[src/rtl/jtkicker_psgq.sv]
// Per-channel write queue between the CPU bus and slow PSG chips.
// Each channel owns a small FIFO plus an IDLE/STROBE/BUSY handshake FSM.
module jtkicker_psgq #(
    parameter int NCH       = 2,
    parameter int AW        = 3,
    parameter int FULL_MODE = 0,
    parameter int TOUT      = 16
) (
    input  logic             clk,
    input  logic             rst,
    input  logic             cen,
    input  logic             wr,
    input  logic [1:0]       ch,
    input  logic [7:0]       din,
    output logic             cpu_wait,
    output logic [NCH-1:0]   full,
    output logic [NCH-1:0]   empty,
    output logic [NCH-1:0]   ovf,
    input  logic             ovf_clr,
    output logic [NCH-1:0]   busy,
    output logic [NCH-1:0]   psg_cs_n,
    output logic [NCH-1:0]   psg_wr_n,
    output logic [8*NCH-1:0] psg_din,
    input  logic [NCH-1:0]   psg_ready
);
    localparam int DEPTH = 1 << AW;
    localparam int TW    = $clog2(TOUT + 1);

    typedef enum logic [1:0] {IDLE, STROBE, BUSY} state_t;

    logic       ch_ok;
    logic [3:0] full_ext;

    assign ch_ok    = int'(ch) < NCH;
    assign full_ext = 4'(full);
    // Stall is purely combinational so the CPU sees it in the very cycle it writes.
    assign cpu_wait = (FULL_MODE != 0) && wr && ch_ok && full_ext[ch] && !rst;

    generate
        for (genvar gi = 0; gi < NCH; gi++) begin : g_ch
            logic [7:0]    mem [DEPTH];
            logic [AW-1:0] wr_ptr_reg, rd_ptr_reg;
            logic [AW:0]   count_reg, count_next;
            logic          full_reg, empty_reg, ovf_reg, cs_n_reg;
            logic [TW-1:0] tcnt_reg;
            logic [7:0]    dout_reg;
            state_t        state_reg;
            logic          sel, push, pop;

            assign sel  = wr && ch_ok && (ch == 2'(gi));
            assign push = sel && !full_reg;
            assign pop  = (state_reg == IDLE) && !empty_reg;

            always_comb begin
                count_next = count_reg;
                if (push && !pop)
                    count_next = count_reg + 1'b1;
                else if (pop && !push)
                    count_next = count_reg - 1'b1;
            end

            always_ff @(posedge clk) begin
                if (push)
                    mem[wr_ptr_reg] <= din;
            end

            // Registered RAM read doubles as the PSG data latch.
            always_ff @(posedge clk) begin
                if (rst)
                    dout_reg <= 8'd0;
                else if (pop)
                    dout_reg <= mem[rd_ptr_reg];
            end

            always_ff @(posedge clk) begin
                if (rst) begin
                    wr_ptr_reg <= '0;
                    rd_ptr_reg <= '0;
                    count_reg  <= '0;
                    full_reg   <= 1'b0;
                    empty_reg  <= 1'b1;
                    ovf_reg    <= 1'b0;
                    state_reg  <= IDLE;
                    tcnt_reg   <= '0;
                    cs_n_reg   <= 1'b1;
                end else begin
                    if (push)
                        wr_ptr_reg <= wr_ptr_reg + 1'b1;
                    if (pop)
                        rd_ptr_reg <= rd_ptr_reg + 1'b1;
                    count_reg <= count_next;
                    full_reg  <= count_next == (AW+1)'(DEPTH);
                    empty_reg <= count_next == '0;
                    if (ovf_clr)
                        ovf_reg <= 1'b0;
                    else if (sel && full_reg)
                        ovf_reg <= 1'b1;

                    case (state_reg)
                        IDLE: begin
                            if (!empty_reg) begin
                                state_reg <= STROBE;
                                cs_n_reg  <= 1'b0;
                                tcnt_reg  <= '0;
                            end
                        end
                        STROBE: begin
                            // A PSG that never drops ready must not hang the queue.
                            if (cen) begin
                                if (!psg_ready[gi] || tcnt_reg == TW'(TOUT - 1)) begin
                                    state_reg <= BUSY;
                                    cs_n_reg  <= 1'b1;
                                end else begin
                                    tcnt_reg <= tcnt_reg + 1'b1;
                                end
                            end
                        end
                        BUSY: begin
                            if (cen && psg_ready[gi])
                                state_reg <= IDLE;
                        end
                        default: begin
                            state_reg <= IDLE;
                            cs_n_reg  <= 1'b1;
                        end
                    endcase
                end
            end

            assign full[gi]            = full_reg;
            assign empty[gi]           = empty_reg;
            assign ovf[gi]             = ovf_reg;
            assign busy[gi]            = state_reg != IDLE;
            assign psg_cs_n[gi]        = cs_n_reg;
            assign psg_wr_n[gi]        = cs_n_reg;
            assign psg_din[8*gi +: 8]  = dout_reg;
        end
    endgenerate
endmodule

[config.mk]
export PLATFORM = sky130hd
export DESIGN_NAME = jtkicker_psgq
export DESIGN_NICKNAME = d
export VERILOG_FILES = /design/src/rtl/jtkicker_psgq.sv
export SDC_FILE = /design/constraint.sdc
export NUM_CORES = 1
export LEC_CHECK = 0
export BUFFER_PORTS_ARGS = -buffer_cell sky130_fd_sc_hd__buf_2
export CORE_UTILIZATION = 32
export DETAILED_ROUTE_END_ITERATION = 10
export PLACE_DENSITY_LB_ADDON = 0.25
export SLEW_MARGIN = 0
export SYNTH_ARGS = -nofsm -noshare
export SYNTH_HDL_FRONTEND = slang
export SYNTH_SLANG_ARGS = --single-unit
[constraint.sdc]
create_clock -name clk -period 2.3 [get_ports clk]
set_input_delay 0.345 -clock clk [delete_from_list [all_inputs] [get_ports clk]]
set_output_delay 0.345 -clock clk [all_outputs]
set_load 0.1 [all_outputs]
==> results.md <==
- Leakage: 2.98 nW
- Starting DRT DRC Count: 307
- Max reg flops: 128
- Starting Density: 32.5%
- GPL Wtd Cong: 0.795
- WS Path Type: reg2reg
- Final Util: 37.5%
- Slew Viols, Final: 0
- Max-slew headroom: a little over two fifths
- Post_cts resized: 0
- Crit path DAT: between 2000 and 2500 ps
- Most common cell after layout, fill and taps aside: edfxtp_1
- Peak supply drop: just under 0.0006 V
- Max H-tree Level: 4
- Hold Violations, Final: 0
- EDFF count, synth: 128
- Chip width: ~160 um
- Clk_lat worst skew: roughly 420 ps
- WL per Instance: 16.4 um
- Clock Skews: 8.30 ps
- Buffers on Ports: 44
- Crit. End Element: flip-flop
- Vias per std cell: 4.77
- FFs w/ async S/R, synth: 0%
- Routed WL: 14.7 mm
- TritonCTS Sinks: 186
- Status: completed
- Slew @ Worst Pin: 865 ps
- Critical Path Start Type: flip-flop
- Root buf cell: clkbuf_16
- Cell count after synthesis: 514
- Worst-path clk slew: 70 ps
- WP data required: between 2000 and 3000 ps
- Fillers: between 2000 and 2500
- Synth Warn #: 0
- Pre-CTS WS: 320 ps
- Vias in the first global route: about 4300
- Hold Crit Class: in2reg
- Final setup margin: 332 ps
- Sequential area share after synthesis: 65.7%
- Fin Setup TNS: 0 ps
- F_max: roughly 510 MHz
- Synth unique cells: 55
- RR Startpoint: g_ch[1].tcnt_reg[0]
- Total power density per cell area: about 1200 mW/mm^2
- GRT Total Usage: between 10% and 20%
- Clock tree buffer depth: 2
- Share of layout cells above drive strength 1: roughly a quarter
- Cell Area, Synth: roughly 0.0076 sq mm
- First drt pass iteration count: 4
- Min-delay src: ovf_clr
- CP max FO: 5
- Max Cap Viol: 0
- IO Count: 46
- Ys flop type: edfxtp_1
- Min Clock Period, post-route: 1970 ps
- Gr ovfl total: 0
- Die ar.: 0.0244 sq mm
- Row cnt: 56
- Avg Inst Size Synth: 14.8 sq um
- Vias: 4277
- Post-CTS Setup Bufs: 0
- DP Wirelength: between 9 and 10 mm
- First-pass GRT wire length: between 20 and 25 mm
- CTS tree: yes
- Most frequent cells in the layout: 128 x edfxtp_1, 58 x dfxtp_1, 57 x nor2_1
- Crit path launch: g_ch[1].tcnt_reg[0]
- Num CTS Buffers: 17
- Final setup violation count: 0
- Core area: 0.0234 sq mm
- Flops & latches, synth: 186
- CTS hold repair buffers: 0
- Final layout net count: ~590
- Area Overhead vs Synth: 15.2%
- RSZ-0062 raised after global routing: false
- Chip height: 156 um
- Mapped Nets: 543
- Antenna diode count: 0
- DRC: 0
- Period utilization: about 86%
- Initial antenna violation count: 0
- Antenna viol nets, final: 0
- Largest net degree at the start of global routing: 46
==> cell families (layout without fill, tap and decap cells) <==
| group | count (synthesis) | count (layout) | share of synthesized area [%] |
|---|---|---|---|
| simple gates | 142 | 142 | 9.75 |
| xor+xnor | 16 | 16 | 1.84 |
| flops | 186 | 186 | 65.7 |
| mux | 51 | 51 | 12.0 |
| fa+ha+maj | 12 | 12 | 1.97 |
| compound gates | 59 | 59 | 5.26 |
| buf+inv | 47 | 111 | 3.42 |
| other cells | 1 | 1 | 0.0493 |
==> layout make-up <==
| cell class | count | area, sq um | share of cell area (%) |
|---|---|---|---|
| tap | 319 | 399 | 4.55 |
| multi-input combinational | 281 | 2350 | 26.8 |
| clock buffer | 18 | 429 | 4.89 |
| timing repair buffer | 68 | 413 | 4.71 |
| clock inverter | 14 | 136 | 1.55 |
| inverter | 11 | 41.3 | 0.471 |
| sequential | 186 | 5000 | 57.1 |
==> critical path, stage by stage, from the launching register on <==
cell and delay, ps:
dfxtp_1 340, ha_1 230, and3_1 180, ha_1 170, nand4b_1 270, a21oi_1 270
nand4_1 140, xor2_1 150, nor3_1 130
==> cell usage after synthesis (10+ instances only) <==
| library cell | number | area, sq um |
|---|---|---|
| a211oi_1 | 20 | 150 |
| nand2b_1 | 10 | 62.6 |
| mux2i_1 | 19 | 190 |
| a21oi_1 | 17 | 85.1 |
| nor3_1 | 15 | 75.1 |
| nor2_1 | 57 | 214 |
| inv_1 | 11 | 41.3 |
| edfxtp_1 | 128 | 3840 |
| buf_4 | 13 | 97.6 |
| mux4_2 | 32 | 721 |
| dfxtp_1 | 58 | 1160 |
| ha_1 | 12 | 150 |
| nand2_1 | 21 | 78.8 |
==> report_power, final <==
| part | internal (mW) | switching [mW] | leakage, nW |
|---|---|---|---|
| combinational | 1.10 | 2.44 | 1.08 |
| clock | 1.52 | 1.27 | 0.280 |
| sequential | 3.85 | 0.243 | 1.63 |
| total | 6.47 | 3.95 | 2.98 |
==> metrics by stage <==
| step | hold slack [ps] | instances | instance area (sq um) | power, mW |
|---|---|---|---|---|
| floorplan | 424 | 514 | 7610 | 7.12 |
| global placement | 451 | 865 | 8210 | 7.66 |
| detailed placement | 452 | 865 | 8210 | 7.73 |
| CTS | 82.9 | 897 | 8770 | 10.5 |
| global route | 90.3 | 897 | 8770 | 10.9 |
| finish | 104 | 897 | 8770 | 10.4 |
==> worst paths after layout <==
kind	to	cells after the start	slack [ps]
min	g_ch[0].ovf_reg	2	100
max	g_ch[1].tcnt_reg[3]	8	330
max reg2reg	g_ch[1].tcnt_reg[3]	8	330
min reg2reg	g_ch[0].rd_ptr_reg[1]	2	480
==> per-layer routing <==
metal | wire (um) | GRT usage (%) | up-vias | share of wire (%)
li1 | - | - | 2033 | -
met5 | 0 | 0 | - | 0
met1 | 6760 | 16.8 | 2165 | 46
met2 | 7290 | 20.9 | 68 | 49
met4 | 200 | 4.58 | 0 | 1.4
met3 | 498 | 2.96 | 11 | 3.4
No activity file was read; power rests on OpenSTA's default activity.
